$ cat config.mk
export PLATFORM = sky130hd
export DESIGN_NAME = crc16_check_ctrl_flat
export DESIGN_NICKNAME = d
export VERILOG_FILES = /design/src/rtl/crc16_check_ctrl_if.sv /design/src/rtl/crc16_check_ctrl.sv /design/src/flat_wrapper.sv
export SDC_FILE = /design/constraint.sdc
export NUM_CORES = 1
export LEC_CHECK = 0
export ABC_AREA = 0
export CELL_PAD_IN_SITES_DETAIL_PLACEMENT = 0
export CELL_PAD_IN_SITES_GLOBAL_PLACEMENT = 1
export CORE_MARGIN = 4
export CORE_UTILIZATION = 32
export CTS_CLUSTER_DIAMETER = 30
export DETAILED_ROUTE_END_ITERATION = 8
export PLACE_DENSITY_LB_ADDON = 0.1
export SKIP_CTS_REPAIR_TIMING = 1
export SYNTH_ARGS = -nofsm -noshare
export SYNTH_HDL_FRONTEND = slang
export SYNTH_SLANG_ARGS = --single-unit
export TNS_END_PERCENT = 20
$ cat constraint.sdc
create_clock -name clk -period 2.74 [get_ports clk]
set_clock_uncertainty 0.2 [all_clocks]
set_input_delay 0.822 -clock clk [delete_from_list [all_inputs] [get_ports clk]]
set_output_delay 0.822 -clock clk [all_outputs]
set_load 0.02 [all_outputs]
$ cat src/rtl/crc16_check_ctrl_if.sv
// crc16_check_ctrl_if: decoder/checker-side bus of the USB CRC-16 check sequencer
interface crc16_check_ctrl_if #(parameter int CNT_W = 7);
  logic             sop;
  logic             eop;
  logic             rx_bit_valid;
  logic             rx_bit;
  logic [15:0]      crc_value;
  logic             crc_clear;
  logic             crc_shift_enable;
  logic             crc_serial_in;
  logic [CNT_W-1:0] byte_count;
  logic             busy;
  logic             check_done;
  logic             crc_ok;
  logic             crc_err;
  logic             align_err;
  logic             len_err;
  logic             timeout_err;
  modport master (
    output sop, eop, rx_bit_valid, rx_bit, crc_value,
    input  crc_clear, crc_shift_enable, crc_serial_in, byte_count, busy,
           check_done, crc_ok, crc_err, align_err, len_err, timeout_err
  );
  modport slave (
    input  sop, eop, rx_bit_valid, rx_bit, crc_value,
    output crc_clear, crc_shift_enable, crc_serial_in, byte_count, busy,
           check_done, crc_ok, crc_err, align_err, len_err, timeout_err
  );
endinterface

$ cat src/rtl/crc16_check_ctrl.sv
// crc16_check_ctrl: sequences a serial USB CRC-16 checker over a DATA payload and reports a verdict.
// Optional inter-bit idle timeout enabled by defining CRC_TIMEOUT_EN.
module crc16_check_ctrl #(
  parameter int          MAX_BYTES      = 64,
  parameter int          CNT_W          = 7,
  parameter logic [15:0] RESIDUAL       = 16'h800D,
  parameter int          TIMEOUT_CYCLES = 255
) (
  input logic               clk,
  input logic               rst,
  crc16_check_ctrl_if.slave bus
);
  typedef enum logic [2:0] {IDLE, CLEAR, SHIFT, SETTLE, CHECK} state_t;
  localparam logic [CNT_W-1:0] MAX_CNT = CNT_W'(MAX_BYTES + 2);
  state_t     state;
  logic [2:0] bit_cnt;
  logic       shift;
  logic       timeout_hit;
  if (MAX_BYTES + 3 >= (1 << CNT_W) || TIMEOUT_CYCLES < 1) begin : g_bad_cfg
    $error("crc16_check_ctrl: CNT_W too narrow or TIMEOUT_CYCLES invalid");
  end
  assign shift = state == SHIFT && bus.rx_bit_valid && !bus.len_err;
  assign bus.crc_shift_enable = shift;
  assign bus.crc_serial_in = bus.rx_bit;
`ifdef CRC_TIMEOUT_EN
  localparam int IW = TIMEOUT_CYCLES > 255 ? $clog2(TIMEOUT_CYCLES + 1) : 8;
  logic [IW-1:0] idle_cnt;
  assign timeout_hit = state == SHIFT && !bus.rx_bit_valid && !bus.sop && !bus.eop &&
                       idle_cnt == IW'(TIMEOUT_CYCLES - 1);
  always_ff @(posedge clk or posedge rst)
    if (rst) begin
      idle_cnt        <= '0;
      bus.timeout_err <= 1'b0;
    end else begin
      idle_cnt        <= (state == SHIFT && !bus.rx_bit_valid) ? idle_cnt + 1'b1 : '0;
      bus.timeout_err <= bus.sop ? 1'b0 : timeout_hit ? 1'b1 : bus.timeout_err;
    end
`else
  assign timeout_hit = 1'b0;
  assign bus.timeout_err = 1'b0;
`endif
  always_ff @(posedge clk or posedge rst)
    if (rst) begin
      state          <= IDLE;
      bit_cnt        <= '0;
      bus.byte_count <= '0;
      bus.busy       <= 1'b0;
      bus.crc_clear  <= 1'b0;
      bus.check_done <= 1'b0;
      bus.crc_ok     <= 1'b0;
      bus.crc_err    <= 1'b0;
      bus.align_err  <= 1'b0;
      bus.len_err    <= 1'b0;
    end else begin
      bus.crc_clear  <= 1'b0;
      bus.check_done <= 1'b0;
      bus.busy       <= 1'b1;
      if (bus.sop) begin
        // sop wins from any state; an aborted packet never reaches CHECK
        state          <= CLEAR;
        bus.crc_clear  <= 1'b1;
        bit_cnt        <= '0;
        bus.byte_count <= '0;
        bus.crc_ok     <= 1'b0;
        bus.crc_err    <= 1'b0;
        bus.align_err  <= 1'b0;
        bus.len_err    <= 1'b0;
      end else begin
        case (state)
          IDLE:    bus.busy <= 1'b0;
          CLEAR:   state <= SHIFT;
          SHIFT: begin
            if (shift) begin
              bit_cnt <= bit_cnt + 3'd1;
              if (bit_cnt == 3'd7) begin
                if (bus.byte_count == MAX_CNT) bus.len_err <= 1'b1;
                else bus.byte_count <= bus.byte_count + 1'b1;
              end
            end
            if (bus.eop) state <= SETTLE;
            else if (timeout_hit) begin
              state          <= IDLE;
              bus.check_done <= 1'b1;
              bus.busy       <= 1'b0;
            end
          end
          SETTLE: begin
            state          <= CHECK;
            bus.check_done <= 1'b1;
          end
          CHECK: begin
            state         <= IDLE;
            bus.busy      <= 1'b0;
            bus.align_err <= bit_cnt != 3'd0;
            bus.len_err   <= bus.len_err || bus.byte_count < CNT_W'(2);
            bus.crc_err   <= bus.crc_value != RESIDUAL;
            bus.crc_ok    <= bit_cnt == 3'd0 && !bus.len_err && bus.byte_count >= CNT_W'(2) &&
                             bus.crc_value == RESIDUAL;
          end
          default: state <= IDLE;
        endcase
      end
    end
endmodule

$ cat src/flat_wrapper.sv
// flat-port wrapper written by rule: the top's interface ports become plain ports
module crc16_check_ctrl_flat 
#(
  parameter int          MAX_BYTES      = 64,
  parameter int          CNT_W          = 7,
  parameter logic [15:0] RESIDUAL       = 16'h800D,
  parameter int          TIMEOUT_CYCLES = 255
)
  (clk, rst, bus_sop, bus_eop, bus_rx_bit_valid, bus_rx_bit, bus_crc_value, bus_crc_clear, bus_crc_shift_enable, bus_crc_serial_in, bus_byte_count, bus_busy, bus_check_done, bus_crc_ok, bus_crc_err, bus_align_err, bus_len_err, bus_timeout_err);
  crc16_check_ctrl_if #(.CNT_W(CNT_W)) bus_i ();
  input logic clk;
  input logic rst;
  input wire logic [$bits(bus_i.sop)-1:0] bus_sop;
  input wire logic [$bits(bus_i.eop)-1:0] bus_eop;
  input wire logic [$bits(bus_i.rx_bit_valid)-1:0] bus_rx_bit_valid;
  input wire logic [$bits(bus_i.rx_bit)-1:0] bus_rx_bit;
  input wire logic [$bits(bus_i.crc_value)-1:0] bus_crc_value;
  output wire logic [$bits(bus_i.crc_clear)-1:0] bus_crc_clear;
  output wire logic [$bits(bus_i.crc_shift_enable)-1:0] bus_crc_shift_enable;
  output wire logic [$bits(bus_i.crc_serial_in)-1:0] bus_crc_serial_in;
  output wire logic [$bits(bus_i.byte_count)-1:0] bus_byte_count;
  output wire logic [$bits(bus_i.busy)-1:0] bus_busy;
  output wire logic [$bits(bus_i.check_done)-1:0] bus_check_done;
  output wire logic [$bits(bus_i.crc_ok)-1:0] bus_crc_ok;
  output wire logic [$bits(bus_i.crc_err)-1:0] bus_crc_err;
  output wire logic [$bits(bus_i.align_err)-1:0] bus_align_err;
  output wire logic [$bits(bus_i.len_err)-1:0] bus_len_err;
  output wire logic [$bits(bus_i.timeout_err)-1:0] bus_timeout_err;
  assign bus_i.sop = bus_sop;
  assign bus_i.eop = bus_eop;
  assign bus_i.rx_bit_valid = bus_rx_bit_valid;
  assign bus_i.rx_bit = bus_rx_bit;
  assign bus_i.crc_value = bus_crc_value;
  assign bus_crc_clear = bus_i.crc_clear;
  assign bus_crc_shift_enable = bus_i.crc_shift_enable;
  assign bus_crc_serial_in = bus_i.crc_serial_in;
  assign bus_byte_count = bus_i.byte_count;
  assign bus_busy = bus_i.busy;
  assign bus_check_done = bus_i.check_done;
  assign bus_crc_ok = bus_i.crc_ok;
  assign bus_crc_err = bus_i.crc_err;
  assign bus_align_err = bus_i.align_err;
  assign bus_len_err = bus_i.len_err;
  assign bus_timeout_err = bus_i.timeout_err;
  crc16_check_ctrl #(.MAX_BYTES(MAX_BYTES), .CNT_W(CNT_W), .RESIDUAL(RESIDUAL), .TIMEOUT_CYCLES(TIMEOUT_CYCLES)) u_core (.clk(clk), .rst(rst), .bus(bus_i));
endmodule
==> results by group, run 1 <==
Synthesis
  – Register bit total from synthesis: 20
  – Synth cell types: 33
  – Post-synth EDFFs: 0
  – Mapped Area: ~1000 µm²
  – Mapped Cells: 103
  – Syn nets: 130
  – Asr flop ratio synth: 100%
  – Post-synth top flop: dfrtp_1
  – Syn avg cell area: 10.1 µm²
  – Warnings, synthesis: 0
  – Sequential element share of the synthesized area: between 40% and 50%

Global routing
  – GRT met2 Usage: 21.3%
  – Pin count of the biggest net entering global routing: 21
  – First-pass GRT wire length: 4050 µm
  – GRT met3 Usage: ~2.8%
  – GR peak layer: met2
  – Initial antenna violation count: 0
  – Grt ovf: 0
  – Vias in the first global route: 920
  – Met1 GRT Util: 14.5%
  – GRT Total Usage: 12.3%

Place
  – # port buffers: 35
  – Final GP Congestion: about 0.76
  – DP Wirelength: 1770 µm

Clock network
  – Max Buffers Root-to-Sink: 2
  – CTS root buf: clkbuf_4
  – TritonCTS Buffers: 3
  – CTS tree: yes
  – Clock transition at path regs: ~110 ps
  – CTS sink cnt: 20
  – Clk Latency, worst-skew pair: 300 ps
  – Max H-tree Level: 1

Critical path
  – Critical path startpoint category: flop
  – R2R Path Start: u_core.state[2]$_DFFE_PP0P_
  – Crit-path cells: or3b_4, or3b_1, inv_1, buf_4
  – Critical path required time: around 1700 ps
  – Worst-path fanout max: 3
  – Crit path DAT: 1660 ps
  – Slowest-stage cell, CP: dfrtp_1
  – Critical Setup Path Class: flop to output pin
  – CP Capture Type: output pin
  – CP startpoint: u_core.state[2]$_DFFE_PP0P_
  – Slowest stage delay, CP: 410 ps

Die
  – Chip Width: approximately 65 µm
  – Die Footprint: 4230 µm²
  – Core Footprint: 3080 µm²
  – Row Count: 20
  – Die height: 65 µm
  – Initial Util: between 30 and 40%
  – I/O pins: 39

Power
  – Power Total: ~0.57 mW
  – Max VDD drop: between 0.15 and 0.2 mV
  – Leakage power: approximately 0.65 nW
  – Pwr dens: ~380 nW/µm²

Layout
  – Diodes inserted: 0
  – Commonest non-fill, non-tap cell in the layout: clkdlybuf4s50_1
  – Layout cell share with drive strength beyond 1: between 10 and 15%
  – Commonest non-fill, non-tap cells in the layout: clkdlybuf4s50_1 (33), dfrtp_1 (20), nor2_1 (17), buf_4 (10), inv_1 (8)
  – Fin util: between 40% and 50%
  – Final nets: between 150 and 200
  – Syn-to-layout area delta: 45.5%

Detailed routing
  – Remaining DRCs: 0
  – ANT nets after route: 0
  – Wire per inst: 12.2 µm
  – Vias per inst: roughly 4.6
  – Pre-antenna DRT Iters: 4
  – Routed via count: 867
  – Routed WL: between 2000 and 2500 µm
  – Iter 0 DRT Violations: 39

Timing
  – RSZ-0062 raised after global routing: false
  – Max Freq: approximately 370 MHz
  – Worst-Margin Slew: ~730 ps
  – Endpoints failing setup: 0
  – Min cycle time layout: around 2700 ps
  – Hold Vio Cnt, Final: 0
  – Part of the cycle the worst path needs: a little under 100%
  – Max Slew Vio Count: 0
  – Worst rel slew slack: about half

Min path
  – Worst hold start: u_core.bus.crc_err$_DFFE_PP0N_
  – Worst hold path class: flop to flop

Flow run
  – Max-Cap Viols: 0

Status
  – Status: completed
## per-layer routing
layer | wire length, µm | share of wire (%)
met5 | 0 | 0
met4 | 31 | 1.3
met3 | 125 | 5.4
met2 | 1070 | 46
met1 | 1080 | 47
## critical path: cells and delay by family, from the launching register on
family | cells | cell delay [ps]
flops | 1 | 410
buf+inv | 2 | 190
simple gates | 2 | 760
## power by group
group          internal (mW)  switching (mW)  total, mW
Sequential             0.303         0.00403      0.307
Combinational         0.0551          0.0395     0.0946
Clock                 0.0810          0.0892      0.170
Total                  0.439           0.133      0.572
## final timing paths
path                                                   endpoint  slack (ps)  cells after the start
max in group asynchronous  u_core.bus.byte_count[1]$_DFFE_PP0P_        1480                      3
min                              u_core.bus.crc_err$_DFFE_PP0N_         370                      2
max                                        bus_crc_shift_enable          50                      4
max reg2reg                u_core.bus.byte_count[2]$_DFFE_PP0P_         770                      5
min reg2reg                      u_core.bus.crc_err$_DFFE_PP0N_         370                      2
min in group asynchronous         u_core.bit_cnt[2]$_DFFE_PP0P_         640                      3
## sequential cells by signal, indices dropped and copies added, names as in the netlist
signal,flops
u_core.bit_cnt,3
u_core.bus.align_err,1
u_core.bus.busy,1
u_core.bus.byte_count,7
u_core.bus.check_done,1
u_core.bus.crc_clear,1
u_core.bus.crc_err,1
u_core.bus.crc_ok,1
u_core.bus.len_err,1
u_core.state,3
## cells by family (layout without fill, tap and decap cells)
kind of cell,after synthesis,count (layout),synth area share (%)
simple gates,44,44,23.1
flops,20,20,48.1
buf+inv,14,56,6.62
compound gates,10,10,7.94
xor+xnor,7,7,5.90
fa+ha+maj,5,5,6.02
mux,2,2,1.93
other cells,1,1,0.361
## layout make-up
class	instances	area, µm²
clock buffers	4	36.3
fillers	308	1570
inverters	8	30.0
multi-input cells	69	473
flip-flops and latches	20	500
well taps	44	55.1
repair buffers	44	418
## Yosys cell counts, types with 2 or more instances
master | count | share of area (%)
inv_1 | 8 | 2.9
dfrtp_1 | 20 | 48
nor2_1 | 17 | 6.1
mux2i_1 | 2 | 1.9
nor4_1 | 5 | 3.0
ha_1 | 5 | 6.0
or3b_1 | 2 | 1.7
nor3_1 | 3 | 1.4
xnor2_1 | 7 | 5.9
a21oi_1 | 2 | 0.96
buf_4 | 2 | 1.4
nand3_1 | 4 | 1.9
nor4b_1 | 2 | 1.7
nand4_1 | 2 | 1.2
nand2_1 | 2 | 0.72
nor4bb_1 | 2 | 1.9
nor3b_1 | 2 | 1.4
## through the flow
step / hold slack [ps] / setup TNS, ps / instance area, µm² / cells / setup WS [ps]
finish: 372 / 0 / 1510 / 189 / 54.3
global route: 394 / 0 / 1510 / 189 / 6.19
CTS: 319 / -615 / 1500 / 188 / -615
detailed placement: 300 / -613 / 1470 / 184 / -613
global placement: 284 / -593 / 1470 / 184 / -593
floorplan: 260 / 0 / 1040 / 103 / 188
(Power assumes the default switching activity.)
==> inputs of run 2 (changes only) <==
CTS_CLUSTER_DIAMETER = unset   (was 30)
REMOVE_ABC_BUFFERS = 1   (was unset)
==> run 2 against run 1 <==
Utilization did not move. Hold slack worse by 6.6 ps. Clock-buffer cell count shrank 1. Critical path depth is the same. Largest cell class unchanged.
==> results by group, run 2 (synthesized netlist as in run 1, its figures left out) <==
Clock network
  – Clock transition at path regs: 100 ps (about the same)
  – Clk Latency, worst-skew pair: 300 ps (about the same)
  – Max Buffers Root-to-Sink: 2 (unchanged)
  – TritonCTS Buffers: 3 (unchanged)
  – CTS sink cnt: 20 (unchanged)
  – CTS root buf: clkbuf_4
  – CTS tree: yes
  – Max H-tree Level: 1 (unchanged)

Place
  – DP Wirelength: 1860 µm (+5.1%)
  – Final GP Congestion: 0.810 (+6.5%)
  – Placed cell count: 186 (+1.1%)
  – # port buffers: 35 (unchanged)

Timing
  – Part of the cycle the worst path needs: 97.4% (-0.61 points)
  – RSZ-0062 raised after global routing: false
  – Max Freq: 375 MHz (+0.63%)
  – Min cycle time layout: 2670 ps (-16.8 ps)
  – Worst-Margin Slew: 700 ps (-30.1 ps)
  – Worst hold margin: 366 ps (-6.62 ps)
  – Hold Vio Cnt, Final: 0 (unchanged)
  – Worst rel slew slack: 52.9% (+1.7 points)
  – Post-route setup TNS: 0 ps (unchanged)
  – Endpoints failing setup: 0 (unchanged)
  – Max Slew Vio Count: 0 (unchanged)

Detailed routing
  – Vias per inst: 4.76 (+3.7%)
  – Wire per inst: 12.4 µm (+1.8%)
  – Routed via count: 899 (+3.7%)
  – Routed WL: 2350 µm (+1.8%)
  – Pre-antenna DRT Iters: 5 (+1)
  – Iter 0 DRT Violations: 22 (-44%)
  – ANT nets after route: 0 (unchanged)
  – Remaining DRCs: 0 (unchanged)

Critical path
  – Critical path required time: 1720 ps (about the same)
  – Crit-path cells: or3b_4, or3b_4, inv_2, buf_6
  – Worst-path fanout max: 2 (-1)
  – Critical Setup Path Class: flop to output pin
  – CP Capture Type: output pin
  – Slowest-stage cell, CP: or3b_4
  – Critical Path Most Common Cell: or3b_4
  – Critical path startpoint category: flop
  – Slowest stage delay, CP: 410 ps (about the same)
  – Crit path DAT: 1650 ps (about the same)
  – CP Buf/Inv Count: 2 (unchanged)
  – CP delay by family, top: simple AND/OR/NAND/NOR gates

Layout
  – Diodes inserted: 0 (unchanged)
  – Commonest non-fill, non-tap cells in the layout: clkdlybuf4s50_1 (33), dfrtp_1 (20), nor2_1 (17), buf_4 (10)
  – Largest register by flop count: u_core.bus.byte_count
  – Commonest non-fill, non-tap cell in the layout: clkdlybuf4s50_1
  – # fillers: 312 (+1.3%)
  – Final nets: 174 (+0.58%)
  – Layout cell share with drive strength beyond 1: 12.4% (+1.4 points)
  – Post-Layout Cell Count: 189 (unchanged)
  – Max reg flops: 7 (unchanged)
  – Syn-to-layout area delta: 45.5% (unchanged)
  – Top Registers: u_core.bus.byte_count x7, u_core.bit_cnt x3, u_core.state x3

Die
  – Core Footprint: 3080 µm² (unchanged)
  – Die height: 65 µm (unchanged)
  – Die Footprint: 4230 µm² (unchanged)
  – Row Count: 20 (unchanged)
  – Chip Width: 65 µm (unchanged)
  – I/O pins: 39 (unchanged)
  – Initial Util: 33.8% (unchanged)

Global routing
  – Grt ovf: 0 (unchanged)
  – First-pass GRT wire length: 4100 µm (+1.2%)
  – GRT Total Usage: 12.5% (+0.27 points)
  – Initial antenna violation count: 0 (unchanged)
  – Pin count of the biggest net entering global routing: 21 (unchanged)
  – Vias in the first global route: 957 (+4.0%)

Flow run
  – Max-Cap Viols: 0 (unchanged)

Power
  – Max VDD drop: 0.183 mV (+16%)
  – Leakage power: 0.653 nW (-0.36%)
  – Pwr dens: 357 nW/µm² (-5.5%)

Min path
  – Worst hold path class: flop to flop

Status
  – Status: completed
[run 2: cell count changes in the layout (fill, tap and decap cells not counted)]
cell,previous run,this run
buf_6,0,1
clkbuf_8,1,0
inv_1,8,7
inv_2,0,1
or3b_1,1,0
or3b_4,1,2
[run 2: power breakdown]
group / switching [mW] / internal [mW]
clock: 0.0871 / 0.0511
combinational: 0.0389 / 0.0566
sequential: 0.00382 / 0.303
[run 2: tightest hold or removal path: stages, from the launching register on]
cell      delay (ps)
dfrtp_1          370
buf_4            130
nor4bb_1          40
[run 2: routing by layer]
metal	track usage [%]	vias to the layer above	wire (µm)
li1	-	442	-
met2	20.9	35	1100
met4	5.28	0	26
met1	14.6	418	1030
met3	4.16	4	190
met5	0	-	0
[run 2: final timing paths]
check	from	end	slack, ps	cells after the start
hold reg to reg	u_core.state[2]$_DFFE_PP0P_	u_core.bus.check_done$_DFF_PP0_	370	2
setup reg to reg	u_core.bus.byte_count[2]$_DFFE_PP0P_	u_core.bus.byte_count[1]$_DFFE_PP0P_	750	3
max in group asynchronous	rst	u_core.bus.align_err$_DFFE_PP0N_	1480	3
hold / removal	u_core.state[2]$_DFFE_PP0P_	u_core.bus.check_done$_DFF_PP0_	370	2
min in group asynchronous	rst	u_core.bus.byte_count[4]$_DFFE_PP0P_	640	3
setup / recovery	u_core.state[2]$_DFFE_PP0P_	bus_crc_shift_enable	70	4
[run 2: per-stage QoR]
stage,worst slack (ps),power (mW),area (µm²),utilization (%)
3_5_place_dp,-610,0.408,1480,48.1
2_1_floorplan,219,0.347,1000,-
4_1_cts,-611,0.548,1500,48.9
6_report,71.1,0.541,1510,49.1
5_1_grt,0.544,0.576,1510,49.1
3_3_place_gp,-608,0.407,1480,48.1
[run 2: area by class of cell]
class | count | area (µm²) | share of cell area (%)
well taps | 44 | 55.1 | 3.64
flip-flops and latches | 20 | 500 | 33.1
clock buffers | 3 | 22.5 | 1.49
multi-input cells | 69 | 475 | 31.4
repair buffers | 45 | 429 | 28.4
inverters | 8 | 30.0 | 1.99
==> inputs of run 3 (changes only) <==
CORE_MARGIN = unset   (was 4)
CTS_CLUSTER_DIAMETER = 150   (was unset)
CTS_CLUSTER_SIZE = 12   (was unset)
==> run 3 against run 2 <==
Setup slack worse by 10 ps. Sequential share of layout area is the same. Non-clock buffer count unchanged. Combinational power hardly changed. Wire length fell by 3.3%. First-iteration DRC count rose by 59%. Global-route usage is 2.4 points higher. Clock-buffer cell count is the same. Largest cell class unchanged.
==> results by group, run 3 (synthesized netlist as in run 1, its figures left out) <==
Critical path
  – Critical Path Most Common Cell: or3b_4
  – Critical path required time: 1720 ps (about the same)
  – Slowest-stage cell, CP: or3b_4
  – Critical Setup Path Class: flop to output pin
  – Critical path startpoint category: flop
  – Crit-path cells: or3b_4, or3b_4, inv_2, buf_6
  – Slowest stage delay, CP: 410 ps (about the same)
  – CP Capture Type: output pin
  – Crit path DAT: 1660 ps (about the same)
  – Worst-path fanout max: 2 (unchanged)

Detailed routing
  – Iter 0 DRT Violations: 35 (+59%)
  – Wire per inst: 12.0 µm (-3.3%)
  – Pre-antenna DRT Iters: 4 (-1)
  – Vias per inst: 4.69 (-1.3%)
  – Routed WL: 2270 µm (-3.3%)
  – Remaining DRCs: 0 (unchanged)
  – Routed via count: 887 (-1.3%)
  – ANT nets after route: 0 (unchanged)

Power
  – Pwr dens: 359 nW/µm² (+0.49%)
  – Max VDD drop: 0.197 mV (+8.0%)
  – Seq pwr share: 56.6% (-0.2 points)
  – Int Pwr: 0.411 mW (about the same)
  – Switch share: 24.4% (+0.35 points)
  – Leakage power: 0.653 nW (unchanged)
  – Power Total: 0.543 mW (+0.49%)
  – Clk pwr share: 25.9% (+0.3 points)
  – Logic pwr share: 17.6% (about the same)
  – P_sw: 0.132 mW (+1.9%)

Timing
  – Part of the cycle the worst path needs: 97.8% (+0.37 points)
  – Worst hold margin: 368 ps (+2.21 ps)
  – Hold Vio Cnt, Final: 0 (unchanged)
  – Max Slew Vio Count: 0 (unchanged)
  – Worst rel slew slack: 50.9% (-2.0 points)
  – Min cycle time layout: 2680 ps (+10.2 ps)
  – Worst-Margin Slew: 730 ps (+29.9 ps)
  – Endpoints failing setup: 0 (unchanged)
  – Worst setup margin: 60.9 ps (-10.2 ps)
  – Max Freq: 373 MHz (-0.38%)
  – RSZ-0062 raised after global routing: false

Clock network
  – Clk Latency, worst-skew pair: 300 ps (about the same)
  – Max H-tree Level: 1 (unchanged)
  – CTS root buf: clkbuf_4
  – Clock transition at path regs: 110 ps (about the same)
  – CTS sink cnt: 20 (unchanged)
  – TritonCTS Buffers: 3 (unchanged)
  – CTS tree: yes
  – Max Buffers Root-to-Sink: 2 (unchanged)

Layout
  – Syn-to-layout area delta: 45.5% (unchanged)
  – Post-Layout Inst Area: 1510 µm² (unchanged)
  – Commonest non-fill, non-tap cells in the layout: clkdlybuf4s50_1 (33), dfrtp_1 (20), nor2_1 (17), buf_4 (10)
  – Post-Layout Cell Count: 189 (unchanged)
  – Commonest non-fill, non-tap cell in the layout: clkdlybuf4s50_1
  – # fillers: 312 (unchanged)
  – Layout cell share with drive strength beyond 1: 12.4% (unchanged)
  – Final nets: 174 (unchanged)
  – Largest register by flop count: u_core.bus.byte_count
  – Top Registers: u_core.bus.byte_count x7, u_core.bit_cnt x3, u_core.state x3
  – Diodes inserted: 0 (unchanged)
  – Max reg flops: 7 (unchanged)

Place
  – Worst slack, placed: -600 ps (+10.0 ps)
  – Final GP Congestion: 0.739 (-8.7%)
  – # port buffers: 35 (unchanged)
  – Placed inst area: 1480 µm² (unchanged)
  – Placed cell count: 186 (unchanged)
  – DP Wirelength: 1710 µm (-8.0%)

Global routing
  – Initial antenna violation count: 0 (unchanged)
  – GRT Total Usage: 15.0% (+2.4 points)
  – Grt ovf: 0 (unchanged)
  – First-pass GRT wire length: 3930 µm (-4.2%)
  – Pin count of the biggest net entering global routing: 21 (unchanged)
  – Vias in the first global route: 895 (-6.5%)

Die
  – Die Footprint: 3480 µm² (-18%)
  – Chip Width: 59 µm (-9.2%)
  – Die height: 59 µm (-9.2%)
  – I/O pins: 39 (unchanged)
  – Row Count: 20 (unchanged)
  – Initial Util: 33.8% (unchanged)
  – Core Footprint: 3080 µm² (unchanged)

Flow run
  – Max-Cap Viols: 0 (unchanged)

Status
  – Status: completed

Min path
  – Worst hold path class: flop to flop
-- run 3: cell counts in the layout (fill, tap and decap cells not counted) --
Identical to the previous run, type by type.
-- run 3: layout make-up --
class	count	area, µm²	area share (%)
Clock buffer	3	22.5	1.49
Tap cell	44	55.1	3.64
Sequential cell	20	500	33.1
Multi-Input combinational cell	69	475	31.4
Timing Repair Buffer	45	429	28.4
Inverter	8	30.0	1.99
-- run 3: final timing paths --
path | end | slack, ps | cells past startpoint | startpoint
worst max-delay path | bus_crc_shift_enable | 60 | 4 | u_core.state[2]$_DFFE_PP0P_
worst min-delay path | u_core.bus.check_done$_DFF_PP0_ | 370 | 2 | u_core.state[2]$_DFFE_PP0P_
worst max register to register | u_core.bus.byte_count[1]$_DFFE_PP0P_ | 740 | 3 | u_core.bus.byte_count[2]$_DFFE_PP0P_
worst min register to register | u_core.bus.check_done$_DFF_PP0_ | 370 | 2 | u_core.state[2]$_DFFE_PP0P_
max in group asynchronous | u_core.bus.crc_err$_DFFE_PP0N_ | 1490 | 3 | rst
min in group asynchronous | u_core.bus.byte_count[6]$_DFFE_PP0P_ | 630 | 3 | rst
-- run 3: through the flow --
step / TNS [ps] / util, %
after floorplan: 0 / -
after CTS: -600 / 48.9
final: 0 / 49.1
after detailed placement: -600 / 48.1
after global routing: 0 / 49.1
after global placement: -604 / 48.1
-- run 3: worst max-delay path, delay by kind of cell (launching register included) --
family        cells  cell delay, ps
flops             1             400
simple gates      2             800
buf+inv           2             160
-- run 3: power by group through the flow --
| stage | Sequential, mW | Combinational (mW) | Clock [mW] |
|---|---|---|---|
| after floorplan | 0.320 | 0.0272 | 0 |
| after global placement | 0.313 | 0.0938 | 0 |
| after detailed placement | 0.313 | 0.0955 | 0 |
| after CTS | 0.307 | 0.0956 | 0.146 |
| after global routing | 0.308 | 0.105 | 0.157 |
| final | 0.307 | 0.0956 | 0.140 |
-- run 3: layer usage --
layer | global-route usage, % | routed length, µm | up-vias
li1 | - | - | 437
met1 | 20.2 | 1090 | 421
met2 | 23.7 | 1070 | 25
met3 | 2.62 | 84 | 4
met4 | 6.12 | 29 | 0
met5 | 0 | 0 | -
